<file path="config.mk">
export PLATFORM = sky130hd
export DESIGN_NAME = servo_position_ramp
export DESIGN_NICKNAME = d
export VERILOG_FILES = /design/src/rtl/servo_pkg.sv /design/src/rtl/servo_angle_to_duty.sv /design/src/rtl/servo_position_ramp.sv
export SDC_FILE = /design/constraint.sdc
export NUM_CORES = 1
export LEC_CHECK = 0
export ABC_AREA = 0
export ABC_CLOCK_PERIOD_IN_PS = 4450
export BUFFER_PORTS_ARGS = -buffer_cell sky130_fd_sc_hd__buf_2
export CAP_MARGIN = 20
export CELL_PAD_IN_SITES_DETAIL_PLACEMENT = 0
export CELL_PAD_IN_SITES_GLOBAL_PLACEMENT = 1
export CORE_ASPECT_RATIO = 1.75
export CORE_MARGIN = 10
export CORE_UTILIZATION = 44
export CTS_CLUSTER_DIAMETER = 80
export DETAILED_ROUTE_END_ITERATION = 8
export PLACE_DENSITY = 0.86
export SLEW_MARGIN = 20
export SYNTH_ARGS = -nofsm -noshare
export SYNTH_HDL_FRONTEND = slang
export SYNTH_HIERARCHICAL = 1
export SYNTH_SLANG_ARGS = --single-unit
export TNS_END_PERCENT = 5
</file>
<file path="constraint.sdc">
create_clock -name iCLK -period 4.45 [get_ports iCLK]
set_input_delay 0.89 -clock iCLK [delete_from_list [all_inputs] [get_ports iCLK]]
set_output_delay 0.89 -clock iCLK [all_outputs]
set_load 0.01 [all_outputs]
</file>
<file path="src/rtl/servo_pkg.sv">
// Shared widths, default tuning constants and FSM encoding for the servo
// position ramp (angle command -> slewed PWM duty code).
package servo_pkg;

  localparam int DUTY_W  = 13;
  localparam int ANGLE_W = 8;

  localparam int DUTY_MIN_DEF  = 819;
  localparam int DUTY_MAX_DEF  = 1638;
  localparam int SCALE_Q8_DEF  = 1165;
  localparam int STEP_DEF      = 16;
  localparam int ANGLE_MAX_DEF = 180;

  typedef enum logic [1:0] {
    IDLE  = 2'd0,
    CONV1 = 2'd1,
    CONV2 = 2'd2,
    RAMP  = 2'd3
  } state_t;

  function automatic int duty_center(input int lo, input int hi);
    return (lo + hi) / 2;
  endfunction

  localparam int DUTY_CENTER = duty_center(DUTY_MIN_DEF, DUTY_MAX_DEF);

endpackage

</file>
<file path="src/rtl/servo_angle_to_duty.sv">
// Angle-to-duty conversion: registered multiply by the Q8.8 scale, then
// offset by DUTY_MIN and saturate to DUTY_MAX for the caller to latch.
module servo_angle_to_duty
  import servo_pkg::*;
#(
  parameter int DUTY_MIN = DUTY_MIN_DEF,
  parameter int DUTY_MAX = DUTY_MAX_DEF,
  parameter int SCALE_Q8 = SCALE_Q8_DEF
) (
  input  logic               i_clk,
  input  logic               i_rst_n,
  input  logic               i_vld,
  input  logic [ANGLE_W-1:0] i_angle,
  output logic               o_vld,
  output logic [DUTY_W-1:0]  o_duty
);

  // Sized from the operands: 180 * 1165 already needs 18 bits.
  localparam int PROD_W = ANGLE_W + $clog2(SCALE_Q8 + 1);

  logic              r_vld_p1;
  logic [PROD_W-1:0] r_prod_p1;
  logic [PROD_W-1:0] w_sum_p2;

  function automatic logic [DUTY_W-1:0] sat_duty(input logic [PROD_W-1:0] sum);
    if (sum > PROD_W'(DUTY_MAX)) return DUTY_W'(DUTY_MAX);
    return DUTY_W'(sum);
  endfunction

  // p1: product register
  always_ff @(posedge i_clk or negedge i_rst_n) begin
    if (!i_rst_n) r_vld_p1 <= 1'b0;
    else          r_vld_p1 <= i_vld;
  end

  always_ff @(posedge i_clk) begin
    if (i_vld) r_prod_p1 <= PROD_W'(i_angle) * PROD_W'(SCALE_Q8);
  end

  // p2: drop the Q8 fraction, add offset, saturate
  assign w_sum_p2 = PROD_W'(DUTY_MIN) + (r_prod_p1 >> 8);
  assign o_vld    = r_vld_p1;
  assign o_duty   = sat_duty(w_sum_p2);

endmodule

</file>
<file path="src/rtl/servo_position_ramp.sv">
// Command stage for the servo PWM: accepts angle commands, converts them to
// a duty target and slews oDUTY toward it by at most STEP per PWM frame.
module servo_position_ramp
  import servo_pkg::*;
#(
  parameter int DUTY_MIN  = DUTY_MIN_DEF,
  parameter int DUTY_MAX  = DUTY_MAX_DEF,
  parameter int SCALE_Q8  = SCALE_Q8_DEF,
  parameter int STEP      = STEP_DEF,
  parameter int ANGLE_MAX = ANGLE_MAX_DEF
) (
  input  logic               iCLK,
  input  logic               iRESETn,
  input  logic               iCMD_VALID,
  input  logic [ANGLE_W-1:0] iCMD_ANGLE,
  output logic               oCMD_READY,
  input  logic               iFRAME_TICK,
  input  logic               iHOLD,
  output logic [DUTY_W-1:0]  oDUTY,
  output logic               oAT_TARGET,
  output logic               oBUSY
);

  localparam logic [DUTY_W-1:0]   C_CENTER = DUTY_W'(duty_center(DUTY_MIN, DUTY_MAX));
  localparam logic [DUTY_W-1:0]   C_STEP   = DUTY_W'(STEP);
  localparam logic signed [DUTY_W:0] C_STEP_S = (DUTY_W+1)'(STEP);

  state_t             r_state, w_state_nxt;
  logic [ANGLE_W-1:0] r_angle;
  logic [DUTY_W-1:0]  r_duty, w_duty_nxt;
  logic [DUTY_W-1:0]  r_target, w_target_nxt;
  logic [DUTY_W-1:0]  w_step, w_conv_duty;
  logic               r_at_target;
  logic               w_ready, w_accept, w_conv_vld;

  function automatic logic [ANGLE_W-1:0] clamp_angle(input logic [ANGLE_W-1:0] a);
    if (a > ANGLE_W'(ANGLE_MAX)) return ANGLE_W'(ANGLE_MAX);
    return a;
  endfunction

  // One bounded move toward tgt; lands exactly on tgt when within STEP.
  function automatic logic [DUTY_W-1:0] slew_step(input logic [DUTY_W-1:0] cur,
                                                 input logic [DUTY_W-1:0] tgt);
    logic signed [DUTY_W:0] diff;
    diff = $signed({1'b0, tgt}) - $signed({1'b0, cur});
    if (diff > C_STEP_S)  return cur + C_STEP;
    if (diff < -C_STEP_S) return cur - C_STEP;
    return tgt;
  endfunction

  assign w_ready  = (r_state == IDLE) || (r_state == RAMP);
  assign w_accept = iCMD_VALID && w_ready;
  assign w_step   = slew_step(r_duty, r_target);

  servo_angle_to_duty #(
    .DUTY_MIN (DUTY_MIN),
    .DUTY_MAX (DUTY_MAX),
    .SCALE_Q8 (SCALE_Q8)
  ) u_conv (
    .i_clk   (iCLK),
    .i_rst_n (iRESETn),
    .i_vld   (r_state == CONV1),
    .i_angle (r_angle),
    .o_vld   (w_conv_vld),
    .o_duty  (w_conv_duty)
  );

  always_comb begin
    w_state_nxt  = r_state;
    w_duty_nxt   = r_duty;
    w_target_nxt = r_target;
    case (r_state)
      IDLE:  if (w_accept) w_state_nxt = CONV1;
      CONV1: w_state_nxt = CONV2;
      CONV2: begin
        if (w_conv_vld) w_target_nxt = w_conv_duty;
        w_state_nxt = (w_conv_duty == r_duty) ? IDLE : RAMP;
      end
      RAMP: begin
        // A tick and a new command in one cycle: step toward the old target first.
        if (iFRAME_TICK && !iHOLD) begin
          w_duty_nxt = w_step;
          if (w_step == r_target) w_state_nxt = IDLE;
        end
        if (w_accept) w_state_nxt = CONV1;
      end
      default: w_state_nxt = IDLE;
    endcase
  end

  always_ff @(posedge iCLK or negedge iRESETn) begin
    if (!iRESETn) begin
      r_state     <= IDLE;
      r_duty      <= C_CENTER;
      r_target    <= C_CENTER;
      r_at_target <= 1'b1;
    end else begin
      r_state     <= w_state_nxt;
      r_duty      <= w_duty_nxt;
      r_target    <= w_target_nxt;
      r_at_target <= (w_duty_nxt == w_target_nxt);
    end
  end

  always_ff @(posedge iCLK) begin
    if (w_accept) r_angle <= clamp_angle(iCMD_ANGLE);
  end

  assign oCMD_READY = w_ready;
  assign oDUTY      = r_duty;
  assign oAT_TARGET = r_at_target;
  assign oBUSY      = (r_state != IDLE);

endmodule
</file>
Word level (Yosys, flattened, before mapping)
Index checks and enable logic that the tools add are counted.
{"block": "op_classes", "add_sub_neg": 4, "mul": 1, "div_mod_pow": 0, "magnitude_cmp": 4, "n_eq_ne": 9, "shift": 0, "n_mux": 24, "bitwise": 0, "reduce_logical": 7}
{"cell": "13-bit 2-to-1 mux", "count": 10}
{"cell": "13-bit equality test", "count": 3}
{"cell": "19-bit by 11-bit > comparator with 1-bit output (second input constant)", "count": 1}
{"cell": "8-bit by 11-bit multiplier with 19-bit output (second input constant)", "count": 1}
{"cell": "8-bit 2-to-1 mux", "count": 2}
{"cell": "14-bit by 6-bit > comparator with 1-bit output (second input constant)", "count": 1}
{"cell": "14-bit by 5-bit less-than comparator with 1-bit output (second input constant)", "count": 1}
{"cell": "13-bit by 13-bit subtractor with 14-bit output", "count": 1}
{"cell": "13-bit by 5-bit adder with 13-bit output (second input constant)", "count": 1}
{"cell": "13-bit by 5-bit subtractor with 13-bit output (second input constant)", "count": 1}
{"cell": "10-bit by 11-bit adder with 12-bit output (first input constant)", "count": 1}
{"cell": "2-bit 2-to-1 mux", "count": 5}
{"cell": "8-bit > comparator (second input constant)", "count": 1}
{"cell": "2-bit one-hot mux with 4 select lines", "count": 1}
{"cell": "1-bit 2-to-1 mux", "count": 6}
{"cell": "3-bit by 2-bit != test with 1-bit output (second input constant)", "count": 2}
{"cell": "2-bit equality test (second input constant)", "count": 2}
{"cell": "3-bit AND reduction", "count": 1}
{"cell": "2-bit by 1-bit equality test with 1-bit output (second input constant)", "count": 1}
{"cell": "1-bit logical AND", "count": 2}
{"cell": "2-bit logical NOT", "count": 1}
{"cell": "2-bit != test (second input constant)", "count": 1}
{"cell": "2-bit nonzero test", "count": 1}
{"cell": "1-bit logical NOT", "count": 1}
{"cell": "1-bit logical OR", "count": 1}
{"block": "totals", "reg_bits": 57, "latch_bits": 0, "mem_bits_rw": 0, "rom_bits": 0, "input_bits": 13, "output_inout_bits": 16, "elab_cells": 56, "memories": 0}

Depth between registers and ports, before layout
{"block": "logic_depth", "ltp_word": 11, "ltp_mapped": 16, "depth_no_buf": 15}

Cells and area by module
Netlist, hierarchy kept.
{"mod": "servo_position_ramp", "instances": 1, "cells_per_inst": 412, "area_each_um2": 3609.7, "seq_area_each_um2": 979.7}
{"mod": "servo_angle_to_duty", "instances": 1, "cells_per_inst": 231, "area_each_um2": 2119.5, "seq_area_each_um2": 355.3}

Worst setup path before layout
No wires, ideal clock.
{"block": "synth_path", "kind": "register -> register", "start": "register r_duty[6], in the netlist oDUTY[6]", "end": "register r_at_target, in the netlist oAT_TARGET", "setup_time_ns": 0.063, "arrival_time_ns": 4.237, "required_ns": 4.387, "path_slack_ns": 0.150, "stages_incl_launch_ff": 15, "path_buffers": 2, "synth_period_minus_slack_ns": 4.300, "path_cell_list": "dfstp_2 clkbuf_1 inv_1 ha_1 and3_1 o211a_1 o311a_1 or2_4 or4_1 buf_6 a21oi_4 mux2_2 xor2_1 a2111oi_0 and4_1"}
{"block": "synth_between", "elab_chain_cells": 9, "elab_cells_between_ends": 15, "classes_between": "add/sub: 3; order compare: 2; eq/ne: 1; mux: 9"}
{"item": "start: declaration", "line": "servo_position_ramp.sv:30", "source": "logic [DUTY_W-1:0] r_duty, w_duty_nxt;"}
{"item": "start signal: assignment", "line": "servo_position_ramp.sv:99", "source": "r_duty <= w_duty_nxt;"}
{"item": "13-bit by 13-bit subtractor with 14-bit output *", "line": "servo_position_ramp.sv:45", "source": "diff = $signed({1'b0, tgt}) - $signed({1'b0, cur});"}
{"item": "14-bit by 5-bit less-than comparator with 1-bit output", "line": "servo_position_ramp.sv:47", "source": "if (diff < -C_STEP_S) return cur - C_STEP;"}
{"item": "1-bit 2-to-1 mux (2 in series)", "line": "servo_position_ramp.sv:47"}
{"item": "13-bit 2-to-1 mux", "line": "servo_position_ramp.sv:48", "source": "return tgt;"}
{"item": "13-bit 2-to-1 mux *", "line": "servo_position_ramp.sv:47"}
{"item": "13-bit 2-to-1 mux *", "line": "servo_position_ramp.sv:81", "source": "if (iFRAME_TICK && !iHOLD) begin"}
{"item": "13-bit 2-to-1 mux *", "line": "servo_position_ramp.sv:72", "source": "case (r_state)"}
{"item": "via w_duty_nxt[1]", "line": "servo_position_ramp.sv:30"}
{"item": "13-bit equality test *", "line": "servo_position_ramp.sv:101", "source": "r_at_target <= (w_duty_nxt == w_target_nxt);"}
{"item": "end signal: assignment", "line": "servo_position_ramp.sv:101"}
{"item": "end: declaration", "line": "servo_position_ramp.sv:33", "source": "logic r_at_target;"}
The timed path passes the listed nets; every way through them passes the cells marked *. The select of a mux whose other input is x is not followed.
A chain may end at the register's enable or synchronous reset.

Final worst setup path
Ends and elaborated chain as after synthesis.

==> results.yml <==
outcome:
  status: "complete, no violations"
routing:
  finalWirelength_um: 16910
  drt_iter0_drc: 224
  drtAntennaViolNets: 0
  wl_per_cell_um: 19.64
  drc: 0
  vias: 5192
  avgViaCountPerCell: 6.030
  dr.pass1.iters: 7
synth:
  synth_top_family_by_area: "compound AO/OA/AOI/OAI gates"
  synthFlopType: "edfxtp_1"
  syn_area_per_cell_um2: 8.910
  ys_types: 83
  yosys.area_share.adder: 0.1778
  synth_xor_area_frac: 0.09784
  synthSimpleGateAreaFrac: 0.1891
  synth_compound_area_frac: 0.2118
  yosys_warnings: 6
  synthArstFlopShare: 0.6122
  syn_area_um2: 5729
  synth.area.mux_share: 0.03887
  synth-seq-cells: 49
  seq_area_frac_synth: 0.2330
  synth_edf_count: 19
  synthCells: 643
clock_tree:
  cts-root-buf: "clkbuf_16"
  htree_levels: 2
  clkSlewWorstSetupHoldPaths_ns: 0.08
  clock_latency_ns: 0.30
  cts_buffers: 5
  clk_path_buf_depth: 2
  cts_tree: "done"
  post_cts_buffers: 0
  cts_sinks: 49
timing:
  slew_headroom: 0.5001
  finalClockSkew_ns: 0.01785
  layout_min_cycle_time_ns: 4.343
  setup_viol: 0
  period_share: 0.9759
  hold_viol_final: 0
  tightest_slew_ns: 0.7498
  slew_viol_final: 0
  timing.fmax_mhz: 230.3
place:
  dpl-instance-area_um2: 6201
  hpwl_um: 14100
  numPortBuffers: 28
  place_congestion: 0.9464
die:
  ios: 29
  start_util: 0.4452
  fp-row-count: 55
  dieArea_um2: 18170
  design.core.area_um2: 12870
  die_w_um: 106.3
  die_h_um: 171.0
grt:
  grt_use_total: 0.1864
  overflow: 0
  grt_pass1_wl_um: 27250
  antenna_found_initial: 0
  grt_pass1_vias: 5497
  grt_max_degree: 31
worst_setup_path:
  path_max_fanout: 10
  cp.required_ns: 4.70
  worstPathArrival_ns: 4.59
  cp-start-kind: "flip-flop"
  cp-end-kind: "flip-flop"
  worst-r2r-setup-slack_ns: 0.11
  worstReg2RegStart: "oDUTY[6]"
  reg2reg_depth: 13
  worstReg2RegEnd: "oAT_TARGET"
  critPathKind: "reg2reg"
final_layout:
  insertedDiodeCount: 0
  fill_cells: 1237
  post-route-util: 0.4954
  num-nets-final: 778
  layout_commonest_cell: "ha_1"
  final_layout_size_suffix_gt1_frac: 0.1841
  layout_common_cells: "ha_1 (67), inv_1 (53), nand2_1 (39)"
  stdcell_area_um2: 6375
  syn_to_final_growth_pct: 11.27
job:
  maxCapViolCount: 0
min_path:
  hold_path_end: "r_state[1]"
  holdPathStages: 2
  min-delay-start: "r_state[0]"
  min_path_type: "reg2reg"
==> how the worst max path moves through the flow <==
stage,start,to,slack (ns),cells past startpoint
2_1_floorplan,oDUTY[6],oAT_TARGET,0.15,14
3_3_place_gp,r_target[0],oAT_TARGET,-0.13,15
3_5_place_dp,r_target[0],oAT_TARGET,-0.16,15
4_1_cts,r_target[0],oAT_TARGET,0.02,15
5_1_grt,oDUTY[6],oAT_TARGET,-0.006,13
6_report,oDUTY[6],oAT_TARGET,0.11,13
==> sequential cells by signal (all words and copies together) (netlist names) <==
name	flops
oDUTY	13
r_target	13
u_conv/r_prod_p1	11
r_angle	8
r_state	2
oAT_TARGET	1
u_conv/o_vld	1
==> cell families after synthesis <==
kind of cell | Yosys count
AND/OR/NAND/NOR | 196
AO/OA/AOI/OAI | 165
adder cells (fa/ha/maj) | 76
buffers and inverters | 71
XOR/XNOR | 64
flip-flops | 49
multiplexers | 21
other | 1
==> metal layers <==
metal,global-route usage,vias to the layer above,share of wire
met4,0.1106,0,0.060
li1,-,2463,-
met2,0.3896,157,0.59
met1,0.1610,2511,0.32
met5,0,-,0
met3,0.01733,61,0.031
==> repair_timing <==
item,CTS,global route
gates resized for setup,2,5
hold buffers,0,0
pin swaps,0,4
setup endpoints to repair,1,3
==> synthesized netlist by cell type (7+ instances only) <==
master	instances	share of area
o22ai_1	8	0.0087
or3_1	10	0.011
fa_1	9	0.031
dfstp_2	11	0.050
and3_1	11	0.012
dfrtp_1	19	0.083
o211ai_1	7	0.0092
nand2b_1	7	0.0076
xnor2_1	38	0.058
nand2_1	39	0.026
inv_1	53	0.035
clkbuf_1	10	0.0066
nor2_1	33	0.022
nor3_1	16	0.014
edfxtp_1	19	0.10
mux2_2	10	0.020
o21ai_0	26	0.023
xor2_1	26	0.040
nor4_1	7	0.0076
mux2i_1	11	0.019
nand3_1	18	0.016
a211oi_1	10	0.013
ha_1	67	0.15
a21oi_1	30	0.026
nand4_1	12	0.013
a31oi_1	8	0.0087
==> through the flow <==
stage | TNS (ns) | setup WS (ns) | instances | hold slack, ns
floorplan | 0 | 0.1500 | 644 | 0.5397
global placement | -0.1344 | -0.1344 | 853 | 0.5899
detailed placement | -0.1575 | -0.1575 | 853 | 0.6337
CTS | 0 | 0.02182 | 861 | 0.6393
global route | -0.005709 | -0.005709 | 861 | 0.6568
finish | 0 | 0.1072 | 861 | 0.6385
==> worst max-delay path: stages (launching register included) <==
cell,delay (ns)
dfstp_2,0.65
inv_1,0.17
ha_1,0.36
a21oi_1,0.07
o21ai_1,0.38
or2_2,0.20
o211ai_1,0.13
or4_1,0.47
or4_4,0.47
a21oi_4,0.20
mux2_2,0.38
xor2_1,0.18
a2111oi_2,0.39
and4_1,0.24
==> layout make-up <==
class / instances / area, um2 / area share
well taps: 171 / 214.0 / 0.03356
clock inverters: 2 / 13.76 / 0.002159
repair buffers: 55 / 342.8 / 0.05378
multi-input cells: 524 / 4138 / 0.6491
inverters: 54 / 202.7 / 0.03180
flip-flops and latches: 49 / 1335 / 0.2094
clock buffers: 6 / 128.9 / 0.02022
Power is not shown: default switching activity piles up to over one toggle a cycle in this logic, so the estimate is an artifact.
